$ cat src/rtl/execute_pipe.sv
// execute_pipe: execute stage of the three-stage RISC-V core.
// Single-cycle RV32I ALU, branch/jump resolution and load/store address
// generation, plus an iterative RV32M unit that handles one bit per cycle.
// The results go to a registered valid/ready output slot.
//
// Ports:
//   clk, reset (async, active low)
//   in_valid/in_ready    : decode handshake
//   pc, reg_rdata1/2, immediate, immediate_sel : operands
//   alu..mem_to_reg      : one-hot operation class
//   alu_operation        : funct3
//   arithsubtype         : SUB/SRA select
//   dest_reg_sel         : rd
//   out_valid/out_ready  : writeback handshake
//   out_result, out_addr, out_dest_reg, out_mem_write, out_mem_to_reg
//   redirect, redirect_pc: taken branch/jump, qualified by out_valid
module execute_pipe #(
    parameter int              XLEN  = 32,
    parameter logic [XLEN-1:0] RESET = '0
) (
    input  logic            clk,
    input  logic            reset,
    input  logic            in_valid,
    output logic            in_ready,
    input  logic [XLEN-1:0] pc,
    input  logic [XLEN-1:0] reg_rdata1,
    input  logic [XLEN-1:0] reg_rdata2,
    input  logic [XLEN-1:0] immediate,
    input  logic            immediate_sel,
    input  logic            alu,
    input  logic            muldiv,
    input  logic            branch,
    input  logic            lui,
    input  logic            jal,
    input  logic            jalr,
    input  logic            mem_write,
    input  logic            mem_to_reg,
    input  logic [2:0]      alu_operation,
    input  logic            arithsubtype,
    input  logic [4:0]      dest_reg_sel,
    output logic            out_valid,
    input  logic            out_ready,
    output logic [XLEN-1:0] out_result,
    output logic [XLEN-1:0] out_addr,
    output logic [4:0]      out_dest_reg,
    output logic            out_mem_write,
    output logic            out_mem_to_reg,
    output logic            redirect,
    output logic [XLEN-1:0] redirect_pc
);
    localparam int SHW = $clog2(XLEN);

    typedef enum logic [1:0] {IDLE, MUL, DIV, FIX} state_t;

    state_t            state_q, state_d;
    logic [SHW-1:0]    cnt_q, cnt_d;
    logic [XLEN-1:0]   acc_q, acc_d;   // product high half / remainder
    logic [XLEN-1:0]   mq_q, mq_d;     // multiplier+product low / quotient
    logic [XLEN-1:0]   b_q, b_d;       // multiplicand / divisor magnitude
    logic [2:0]        op_q, op_d;
    logic              neg_q, neg_d;
    logic [4:0]        rd_q, rd_d;

    logic              out_valid_q, out_valid_d;
    logic [XLEN-1:0]   out_result_q, out_result_d;
    logic [XLEN-1:0]   out_addr_q, out_addr_d;
    logic [4:0]        out_dest_q, out_dest_d;
    logic              out_mw_q, out_mw_d;
    logic              out_mr_q, out_mr_d;
    logic              redirect_q, redirect_d;
    logic [XLEN-1:0]   rpc_q, rpc_d;

    logic [XLEN-1:0]   op2, add_res, alu_res, agen, ptgt, pc4, sc_res, fix_res;
    logic [XLEN:0]     udiff, bdiff, mul_sum, div_sh, div_diff;
    logic [SHW-1:0]    shamt;
    logic              slt, sltu, beq, blt, bltu, taken, accept;
    logic              a_sgn, b_sgn, a_neg, b_neg, div0, ovf, special;
    logic [XLEN-1:0]   a_mag, b_mag, spec_res;
    logic [2*XLEN-1:0] prod, prod_s;

    always_comb begin
        // ---- single-cycle datapath ----
        op2     = immediate_sel ? immediate : reg_rdata2;
        add_res = reg_rdata1 + op2;
        udiff   = {1'b0, reg_rdata1} - {1'b0, op2};
        sltu    = udiff[XLEN];
        // Signed compare from the unsigned borrow: flip when signs differ.
        slt     = udiff[XLEN] ^ reg_rdata1[XLEN-1] ^ op2[XLEN-1];
        shamt   = op2[SHW-1:0];
        unique case (alu_operation)
            3'd0:    alu_res = arithsubtype ? udiff[XLEN-1:0] : add_res;
            3'd1:    alu_res = reg_rdata1 << shamt;
            3'd2:    alu_res = {{(XLEN-1){1'b0}}, slt};
            3'd3:    alu_res = {{(XLEN-1){1'b0}}, sltu};
            3'd4:    alu_res = reg_rdata1 ^ op2;
            3'd5:    alu_res = arithsubtype ? $unsigned($signed(reg_rdata1) >>> shamt)
                                            : reg_rdata1 >> shamt;
            3'd6:    alu_res = reg_rdata1 | op2;
            default: alu_res = reg_rdata1 & op2;
        endcase

        bdiff = {1'b0, reg_rdata1} - {1'b0, reg_rdata2};
        beq   = (bdiff[XLEN-1:0] == '0);
        bltu  = bdiff[XLEN];
        blt   = bdiff[XLEN] ^ reg_rdata1[XLEN-1] ^ reg_rdata2[XLEN-1];
        unique case (alu_operation)
            3'd0:    taken = beq;
            3'd1:    taken = !beq;
            3'd4:    taken = blt;
            3'd5:    taken = !blt;
            3'd6:    taken = bltu;
            3'd7:    taken = !bltu;
            default: taken = 1'b0;
        endcase

        agen = reg_rdata1 + immediate;
        ptgt = pc + immediate;
        pc4  = pc + XLEN'(4);

        // ---- muldiv operand preparation ----
        a_sgn = alu_operation[2] ? !alu_operation[0] : (alu_operation[1:0] != 2'b11);
        b_sgn = alu_operation[2] ? !alu_operation[0] : !alu_operation[1];
        a_neg = a_sgn && reg_rdata1[XLEN-1];
        b_neg = b_sgn && reg_rdata2[XLEN-1];
        a_mag = a_neg ? -reg_rdata1 : reg_rdata1;
        b_mag = b_neg ? -reg_rdata2 : reg_rdata2;
        div0  = (reg_rdata2 == '0);
        ovf   = !alu_operation[0] && (reg_rdata1 == {1'b1, {(XLEN-1){1'b0}}})
                && (&reg_rdata2);
        special  = alu_operation[2] && (div0 || ovf);
        if (div0) spec_res = alu_operation[1] ? reg_rdata1 : '1;
        else      spec_res = alu_operation[1] ? '0 : reg_rdata1;

        if (muldiv)                    sc_res = spec_res;
        else if (lui)                  sc_res = immediate;
        else if (jal || jalr)          sc_res = pc4;
        else if (mem_write)            sc_res = reg_rdata2;
        else if (alu)                  sc_res = alu_res;
        else                           sc_res = '0;

        // ---- iteration and sign fix ----
        mul_sum  = {1'b0, acc_q} + (mq_q[0] ? {1'b0, b_q} : '0);
        div_sh   = {acc_q, mq_q[XLEN-1]};
        div_diff = div_sh - {1'b0, b_q};
        prod     = {acc_q, mq_q};
        prod_s   = neg_q ? -prod : prod;
        if (op_q[2])
            fix_res = op_q[1] ? (neg_q ? -acc_q : acc_q) : (neg_q ? -mq_q : mq_q);
        else
            fix_res = (op_q[1:0] == 2'b00) ? prod_s[XLEN-1:0] : prod_s[2*XLEN-1:XLEN];

        // ---- control ----
        in_ready = (state_q == IDLE) && (!out_valid_q || out_ready);
        accept   = in_valid && in_ready;

        state_d = state_q;
        cnt_d   = cnt_q;
        acc_d   = acc_q;
        mq_d    = mq_q;
        b_d     = b_q;
        op_d    = op_q;
        neg_d   = neg_q;
        rd_d    = rd_q;

        out_valid_d  = out_valid_q && !out_ready;
        out_result_d = out_result_q;
        out_addr_d   = out_addr_q;
        out_dest_d   = out_dest_q;
        out_mw_d     = out_mw_q;
        out_mr_d     = out_mr_q;
        redirect_d   = redirect_q;
        rpc_d        = rpc_q;

        unique case (state_q)
            IDLE: if (accept) begin
                if (muldiv && !special) begin
                    state_d = alu_operation[2] ? DIV : MUL;
                    cnt_d   = SHW'(XLEN-1);
                    acc_d   = '0;
                    mq_d    = a_mag;
                    b_d     = b_mag;
                    op_d    = alu_operation;
                    // Remainder follows the dividend sign only.
                    neg_d   = (alu_operation[2] && alu_operation[1]) ? a_neg : (a_neg ^ b_neg);
                    rd_d    = dest_reg_sel;
                end else begin
                    out_valid_d  = 1'b1;
                    out_result_d = sc_res;
                    out_addr_d   = agen;
                    out_dest_d   = (branch || mem_write) ? 5'd0 : dest_reg_sel;
                    out_mw_d     = mem_write;
                    out_mr_d     = mem_to_reg;
                    redirect_d   = jal || jalr || (branch && taken);
                    rpc_d        = jalr ? {agen[XLEN-1:1], 1'b0} : ptgt;
                end
            end
            MUL: begin
                acc_d = mul_sum[XLEN:1];
                mq_d  = {mul_sum[0], mq_q[XLEN-1:1]};
                cnt_d = cnt_q - 1'b1;
                if (cnt_q == '0) state_d = FIX;
            end
            DIV: begin
                if (!div_diff[XLEN]) begin
                    acc_d = div_diff[XLEN-1:0];
                    mq_d  = {mq_q[XLEN-2:0], 1'b1};
                end else begin
                    acc_d = div_sh[XLEN-1:0];
                    mq_d  = {mq_q[XLEN-2:0], 1'b0};
                end
                cnt_d = cnt_q - 1'b1;
                if (cnt_q == '0) state_d = FIX;
            end
            default: begin // FIX: wait for the output slot to free up
                if (!out_valid_q || out_ready) begin
                    state_d      = IDLE;
                    out_valid_d  = 1'b1;
                    out_result_d = fix_res;
                    out_dest_d   = rd_q;
                    out_mw_d     = 1'b0;
                    out_mr_d     = 1'b0;
                    redirect_d   = 1'b0;
                end
            end
        endcase
    end

    always_ff @(posedge clk or negedge reset) begin
        if (!reset) begin
            state_q      <= IDLE;
            cnt_q        <= '0;
            acc_q        <= '0;
            mq_q         <= '0;
            b_q          <= '0;
            op_q         <= '0;
            neg_q        <= 1'b0;
            rd_q         <= '0;
            out_valid_q  <= 1'b0;
            out_result_q <= '0;
            out_addr_q   <= RESET;
            out_dest_q   <= '0;
            out_mw_q     <= 1'b0;
            out_mr_q     <= 1'b0;
            redirect_q   <= 1'b0;
            rpc_q        <= RESET;
        end else begin
            state_q      <= state_d;
            cnt_q        <= cnt_d;
            acc_q        <= acc_d;
            mq_q         <= mq_d;
            b_q          <= b_d;
            op_q         <= op_d;
            neg_q        <= neg_d;
            rd_q         <= rd_d;
            out_valid_q  <= out_valid_d;
            out_result_q <= out_result_d;
            out_addr_q   <= out_addr_d;
            out_dest_q   <= out_dest_d;
            out_mw_q     <= out_mw_d;
            out_mr_q     <= out_mr_d;
            redirect_q   <= redirect_d;
            rpc_q        <= rpc_d;
        end
    end

    assign out_valid      = out_valid_q;
    assign out_result     = out_result_q;
    assign out_addr       = out_addr_q;
    assign out_dest_reg   = out_dest_q;
    assign out_mem_write  = out_mw_q;
    assign out_mem_to_reg = out_mr_q;
    assign redirect       = redirect_q;
    assign redirect_pc    = rpc_q;

endmodule

$ cat config.mk
export PLATFORM = sky130hd
export DESIGN_NAME = execute_pipe
export DESIGN_NICKNAME = d
export VERILOG_FILES = /design/src/rtl/execute_pipe.sv
export SDC_FILE = /design/constraint.sdc
export NUM_CORES = 2
export LEC_CHECK = 0
export CAP_MARGIN = 20
export CORE_UTILIZATION = 46
export CTS_CLUSTER_SIZE = 24
export DETAILED_ROUTE_END_ITERATION = 7
export DONT_BUFFER_PORTS = 1
export SLEW_MARGIN = 10
export SYNTH_ARGS = -nofsm -noshare
export SYNTH_HDL_FRONTEND = slang
export SYNTH_SLANG_ARGS = --single-unit
$ cat constraint.sdc
create_clock -name clk -period 3.71 [get_ports clk]
set_clock_uncertainty 0.15 [all_clocks]
set_input_delay 0.742 -clock clk [delete_from_list [all_inputs] [get_ports clk]]
set_output_delay 0.742 -clock clk [all_outputs]
set_load 0.01 [all_outputs]
; ---- After elaboration in Yosys (flattened, before gate mapping)
; Cells that the tools add are included.
; Widths: inputs -> output; s select.
[classes]
n_reduce_logical = 42
addsub = 14
n_eq_ne = 15
shifts = 3
n_mux = 66
n_bitwise = 10
[op_table]
columns = op, n
row1 = $mux 32, 28
row2 = $pmux 32 s7, 1
row3 = $pmux 32 s3, 2
row4 = $neg 32->32, 4
row5 = $add 32x32->32, 3
row6 = $sub 32x32->33, 2
row7 = $logic_not 32->1, 2
row8 = $mux 64, 1
row9 = $neg 64->64, 1
row10 = $pmux 32 s2, 1
row11 = $add 32x32->33, 1
row12 = $sub 33x32->33, 1
row13 = $add 32x3->32 const B, 1
row14 = $and 32x32->32, 1
row15 = $eq 32x32->1 const B, 1
row16 = $or 32x32->32, 1
row17 = $reduce_and 32->1, 1
row18 = $shl 32x5->32, 1
row19 = $shr 32x5->32, 1
row20 = $sshr 32x5->32, 1
row21 = $xor 32x32->32, 1
row22 = $mux 5, 6
row23 = $pmux 5 s2, 2
row24 = $mux 1, 14
row25 = other kinds (25), 72
[totals]
inputBits = 150
output_inout_bits = 106
wordCells = 166
register_bits = 217

; ---- Logic depth before layout (Yosys ltp)
[logic_depth]
word_depth = 13
depth_mapped = 21
ltp_nobuf = 16

; ---- Worst setup path after synthesis
; No wires, ideal clock.
[synth_path]
path_kind = input to register
start = in immediate_sel
end = reg out_result_q[29] (netlist: out_result[29])
setup_time_ps = 83
arrival_time_ps = 5615
path_buffers = 5
setup_slack_ps = -2138
path_stages = 18
required_ps = 3477
cell_sequence = buf_2 -> mux2i_1 -> clkbuf_1 -> clkbuf_1 -> clkbuf_1 -> buf_1 -> ha_1 -> o21ai_0 -> o21ai_0 -> a21oi_1 -> o2111ai_1 -> and4_1 -> o41ai_1 -> o31ai_1 -> a211o_1 -> a21oi_1 -> a211oi_1 -> o21ai_0
[synth_between]
elab_chain_len = 12
elab_cells_between_ends = 20
classes_between = add/sub: 2 / shift: 3 / mux: 12 / bitwise: 3
[synth_rtl]
columns = item, line
row1 = start: declaration, 29  ; input logic immediate_sel,
row2 = $mux 32 (*), 83  ; op2 = immediate_sel ? immediate : reg_rdata2;
row3 = $add 32x32->32 (tied with other cells), 84  ; add_res = reg_rdata1 + op2;
row4 = "$mux 32, on equally long branches", "91, 96"
row5 = $pmux 32 s7 (*), 90  ; unique case (alu_operation)
row6 = $mux 32 (*), 138  ; else if (alu) sc_res = alu_res;
row7 = $mux 32 (*), 137  ; else if (mem_write) sc_res = reg_rdata2;
row8 = $mux 32 (*), 136  ; else if (jal || jalr) sc_res = pc4;
row9 = $mux 32 (*), 135  ; else if (lui) sc_res = immediate;
row10 = $mux 32 (*), 134  ; if (muldiv) sc_res = spec_res;
row11 = $mux 32 (*), 176  ; if (muldiv && !special) begin
row12 = $mux 32 (*), 175  ; IDLE: if (accept) begin
row13 = $pmux 32 s2 (*), 174  ; unique case (state_q)
row14 = end signal: assignment, 256  ; out_result_q <= out_result_d;
row15 = end: declaration, 65  ; logic [XLEN-1:0] out_result_q, out_result_d;
; Every way passes the cells marked *; elsewhere a longest branch is shown, timed or not. The select of a mux whose other input is x is not followed.
; A chain may end at the register's enable or synchronous reset.

; ---- Final worst setup path
[layout_path]
start = reg mq_q[31]
end = reg acc_q[6]
[layout_between]
elab_chain_len = 3
[layout_rtl]
columns = item, line
row1 = start: declaration, 58  ; logic [XLEN-1:0] mq_q, mq_d;
row2 = start signal: assignment, 250  ; mq_q <= mq_d;
row3 = $sub 33x32->33, 144  ; div_diff = div_sh - {1'b0, b_q};
row4 = $mux 32, 204  ; if (!div_diff[XLEN]) begin
row5 = $pmux 32 s3, 174
row6 = end signal: assignment, 232  ; acc_q <= '0;
row7 = end signal: assignment, 249  ; acc_q <= acc_d;
row8 = end: declaration, 57  ; logic [XLEN-1:0] acc_q, acc_d;
; Every way passes these cells.

==> flow_summary.toml <==
[outcome]
status = "finished with violations"
violations = "design-rule violations, negative hold slack, negative setup slack"

[clock_tree]
clock_path_buffers = 3
cts_buffers = 27
tritoncts = "built"
cts_sinks = 217
clock_latency_ns = 0.61
path_clk_slew_ns = 0.07
cts-root-buf = "clkbuf_16"
cts_max_level = 1

[drt]
drt_pass1_iterations = 8
route.vias.total = 41517
wl_per_cell_um = 30.2
wl_um = 189000
drtIter0Drc = 5700
avgViaCountPerCell = 6.64
drc = 7
ant_nets = 0

[pwr]
ir_drop_v = 0.00141
leakagePower_nw = 19.4
power.total_mw = 29.5
p_per_area_nw_per_um2 = 675

[die]
io_pins = 256
die_h_um = 272
die_w_um = 272
coreArea_um2 = 71900
std_cell_rows = 98
start_util_pct = 46.7
fp.dieArea_um2 = 74000

[global_route]
met2_usage_pct = 72.9
use_met1_pct = 62.0
first_global_vias = 38466
grt_max_degree = 218
track_usage_pct = 49.1
antenna_found_initial = 18
busiest_layer = "met2"
grt_overflow = 0
gr-usage-met3_pct = 12.7
grt_pass1_wl_um = 267000

[logic_synthesis]
syn_area_um2 = 33500
synth_warnings = 0
synthCells = 4596
synth_ff_type = "dfrtp_1"
synth_area_per_cell_um2 = 7.30
synth_cell_type_count = 88
synth_edf_count = 0
syn_nets = 5046
synthArstFlopShare_pct = 100
ys_seq_elements = 217
yosysSeqAreaShare_pct = 16.2

[min_path]
worstHoldPathType = "in -> async"

[timing]
layout_min_cycle_time_ns = 3.94
tightest_slew_ns = 1.02
fmax_ghz = 0.254
finalCritPeriodShare_pct = 106
fin_hold_ws_ns = -0.322
relSlewSlack_pct = 31.4
setup_ws_ns = -0.232
maxSlewViolCount = 0
setup_viol = 36
grt_setup_unrepaired = "true"
hold_violations = 217

[setup_path]
r2r.worst_path.cells = 17
critPathLaunchType = "flip-flop"
slowest_delay_ns = 0.39
cp_top_family = "compound AO/OA/AOI/OAI gates"
cp_data_arrival_time_ns = 4.28
rr_endpoint = "acc_q[6]$_DFFE_PN0P_"
slowest_stage = "dfrtp_1"
critical_path_class = "reg -> reg"
crit_required_ns = 4.05
critPathCaptureType = "flip-flop"
crit_fanout = 8
path_buf_inv = 4
reg2reg_slack_ns = -0.23
crit_chain = "inv_2 -> ha_4 -> inv_2 -> fa_2 -> a211oi_4 -> o21ai_2 -> a211o_1 -> nand3_4 -> a2111oi_4 -> o31ai_2 -> nand3_1 -> o311ai_4 -> buf_12 -> buf_12 -> mux2_4 -> a221oi_2 -> nor2_1"
r2r-start = "mq_q[31]$_DFFE_PN0P_"

[placed_design]
gp_congestion = 1.09
port-buffer-count = 0
dp_hpwl_um = 149000
post-place-ws_ns = -0.705

[run]
drv_cap = 0

[final_layout]
multi_input_area_um2 = 27600
ff_latch_area_um2 = 5430
synthToLayoutAreaGrowth_pct = 30.2
layout-drive-gt1-share_pct = 26.4
fill_cells = 6748
final_nets = 5720
-- cell type report --
| class | count | share of cell area [%] |
|---|---|---|
| diodes | 7 | 0.0401 |
| clock buffers | 32 | 1.64 |
| clock inverters | 18 | 0.450 |
| inverters | 241 | 2.13 |
| multi-input cells | 3828 | 63.2 |
| flip-flops and latches | 217 | 12.4 |
| well taps | 950 | 2.72 |
| repair buffers | 955 | 17.4 |
-- cell families after synthesis --
family / Yosys count / synth area share, %
compound gates: 1606 / 30.4
simple gates: 1398 / 19.2
buf+inv: 551 / 6.30
xor+xnor: 322 / 8.41
fa+ha+maj: 300 / 11.4
flops: 217 / 16.2
mux: 202 / 8.21
-- per-layer routing --
| metal | wire, um | vias up |
|---|---|---|
| li1 | - | 18188 |
| met4 | 16000 | 14 |
| met1 | 71900 | 19831 |
| met3 | 22200 | 727 |
| met5 | 137 | - |
| met2 | 78400 | 2757 |
-- worst max-delay path by stage --
stage,slack (ns),endpoint,from,depth (start not counted)
6_report,-0.23,acc_q[6]$_DFFE_PN0P_,mq_q[31]$_DFFE_PN0P_,17
5_1_grt,-0.34,acc_q[5]$_DFFE_PN0P_,mq_q[31]$_DFFE_PN0P_,17
4_1_cts,-0.20,acc_q[6]$_DFFE_PN0P_,mq_q[31]$_DFFE_PN0P_,17
3_5_place_dp,-0.71,redirect$_DFFE_PN0P_,reg_rdata2[7],14
3_3_place_gp,-0.65,out_result[19]$_DFFE_PN0P_,immediate_sel,17
2_1_floorplan,-0.80,out_result[16]$_DFFE_PN0P_,immediate_sel,21
-- what timing repair did --
action                                  in CTS  in global routing
buffers inserted                            24                 24
endpoints found under the setup margin      56                 63
hold endpoints to repair                   217                217
resized for setup                          109                166
pin swaps                                   56                108
gates cloned                                 1                  0
-- metrics by stage --
| step | instance area (um2) | util [%] | std cells | hold slack (ns) | TNS, ns |
|---|---|---|---|---|---|
| CTS | 42800 | 59.5 | 6222 | -0.336 | -3.27 |
| detailed placement | 41200 | 57.3 | 6148 | 0.301 | -57.50 |
| floorplan | 34200 | - | 4596 | 0.296 | -15.75 |
| global route | 43700 | 60.8 | 6242 | -0.331 | -8.59 |
| finish | 43700 | 60.8 | 6248 | -0.322 | -4.41 |
| global placement | 41200 | 57.3 | 6148 | 0.300 | -50.77 |
-- report_power, final --
part | leakage [nW] | total (mW) | internal (mW) | switching [mW]
Clock | 0.446 | 2.81 | 1.55 | 1.26
Sequential | 2.67 | 4.94 | 3.54 | 1.40
Combinational | 16.3 | 21.7 | 9.50 | 12.2
Total | 19.4 | 29.5 | 14.6 | 14.9
-- worst register-to-register path: stages, from the launching register on --
cell,delay [ns]
dfrtp_1,0.39
inv_2,0.09
ha_4,0.14
inv_2,0.04
fa_2,0.39
a211oi_4,0.28
o21ai_2,0.12
a211o_1,0.39
nand3_4,0.13
a2111oi_4,0.10
o31ai_2,0.32
nand3_1,0.18
o311ai_4,0.15
buf_12,0.19
buf_12,0.15
mux2_4,0.31
a221oi_2,0.25
nor2_1,0.06
-- Yosys cell counts (15+ instances only) --
cell type | count | area [um2]
a2111oi_0 | 15 | 131
a211oi_1 | 56 | 420
a21o_1 | 74 | 556
a21oi_1 | 387 | 1940
a221oi_1 | 56 | 490
a22oi_1 | 42 | 315
a31oi_1 | 56 | 350
and2_1 | 20 | 125
and3_1 | 24 | 150
buf_1 | 18 | 67.6
buf_2 | 17 | 85.1
clkbuf_1 | 270 | 1010
dfrtp_1 | 217 | 5430
ha_1 | 293 | 3670
inv_1 | 236 | 886
mux2_2 | 58 | 653
mux2i_1 | 90 | 901
mux4_2 | 52 | 1170
nand2_1 | 468 | 1760
nand2b_1 | 42 | 263
nand3_1 | 106 | 531
nand4_1 | 38 | 238
nor2_1 | 412 | 1550
nor2b_1 | 34 | 213
nor3_1 | 93 | 465
nor3b_1 | 16 | 120
nor4_1 | 33 | 206
o211ai_1 | 59 | 443
o21a_1 | 63 | 473
o21ai_0 | 476 | 2380
o21bai_1 | 44 | 330
o221ai_1 | 26 | 228
o22ai_1 | 31 | 194
o31ai_1 | 48 | 360
o41ai_1 | 20 | 175
or2_2 | 22 | 138
or3_1 | 38 | 238
or4_1 | 22 | 165
xnor2_1 | 208 | 1820
xor2_1 | 114 | 998
-- placed cells by master (no fill, tap or decap), drive strengths merged, types with 24 or more instances in the layout --
cell type | synthesis | final
and3 | 24 | 24
xnor2 | 208 | 208
o21ai | 483 | 483
buf | 40 | 955
a221oi | 56 | 56
nand4 | 38 | 38
a211oi | 56 | 56
nor3 | 94 | 94
nand3 | 106 | 106
a21oi | 387 | 387
nor4 | 33 | 33
dfrtp | 217 | 217
o21a | 63 | 63
o221ai | 26 | 26
mux2i | 92 | 92
a22oi | 42 | 42
o211ai | 59 | 59
o21bai | 44 | 44
nand2b | 42 | 42
nor2b | 34 | 34
or3 | 38 | 38
o22ai | 31 | 31
ha | 293 | 293
o31ai | 48 | 48
xor2 | 114 | 114
mux2 | 58 | 58
clkbuf | 270 | 32
inv | 237 | 243
nor2 | 412 | 412
mux4 | 52 | 52
a21o | 74 | 74
a31oi | 57 | 57
nand2 | 468 | 468
Note: power is estimated with default switching activity, not from simulation.
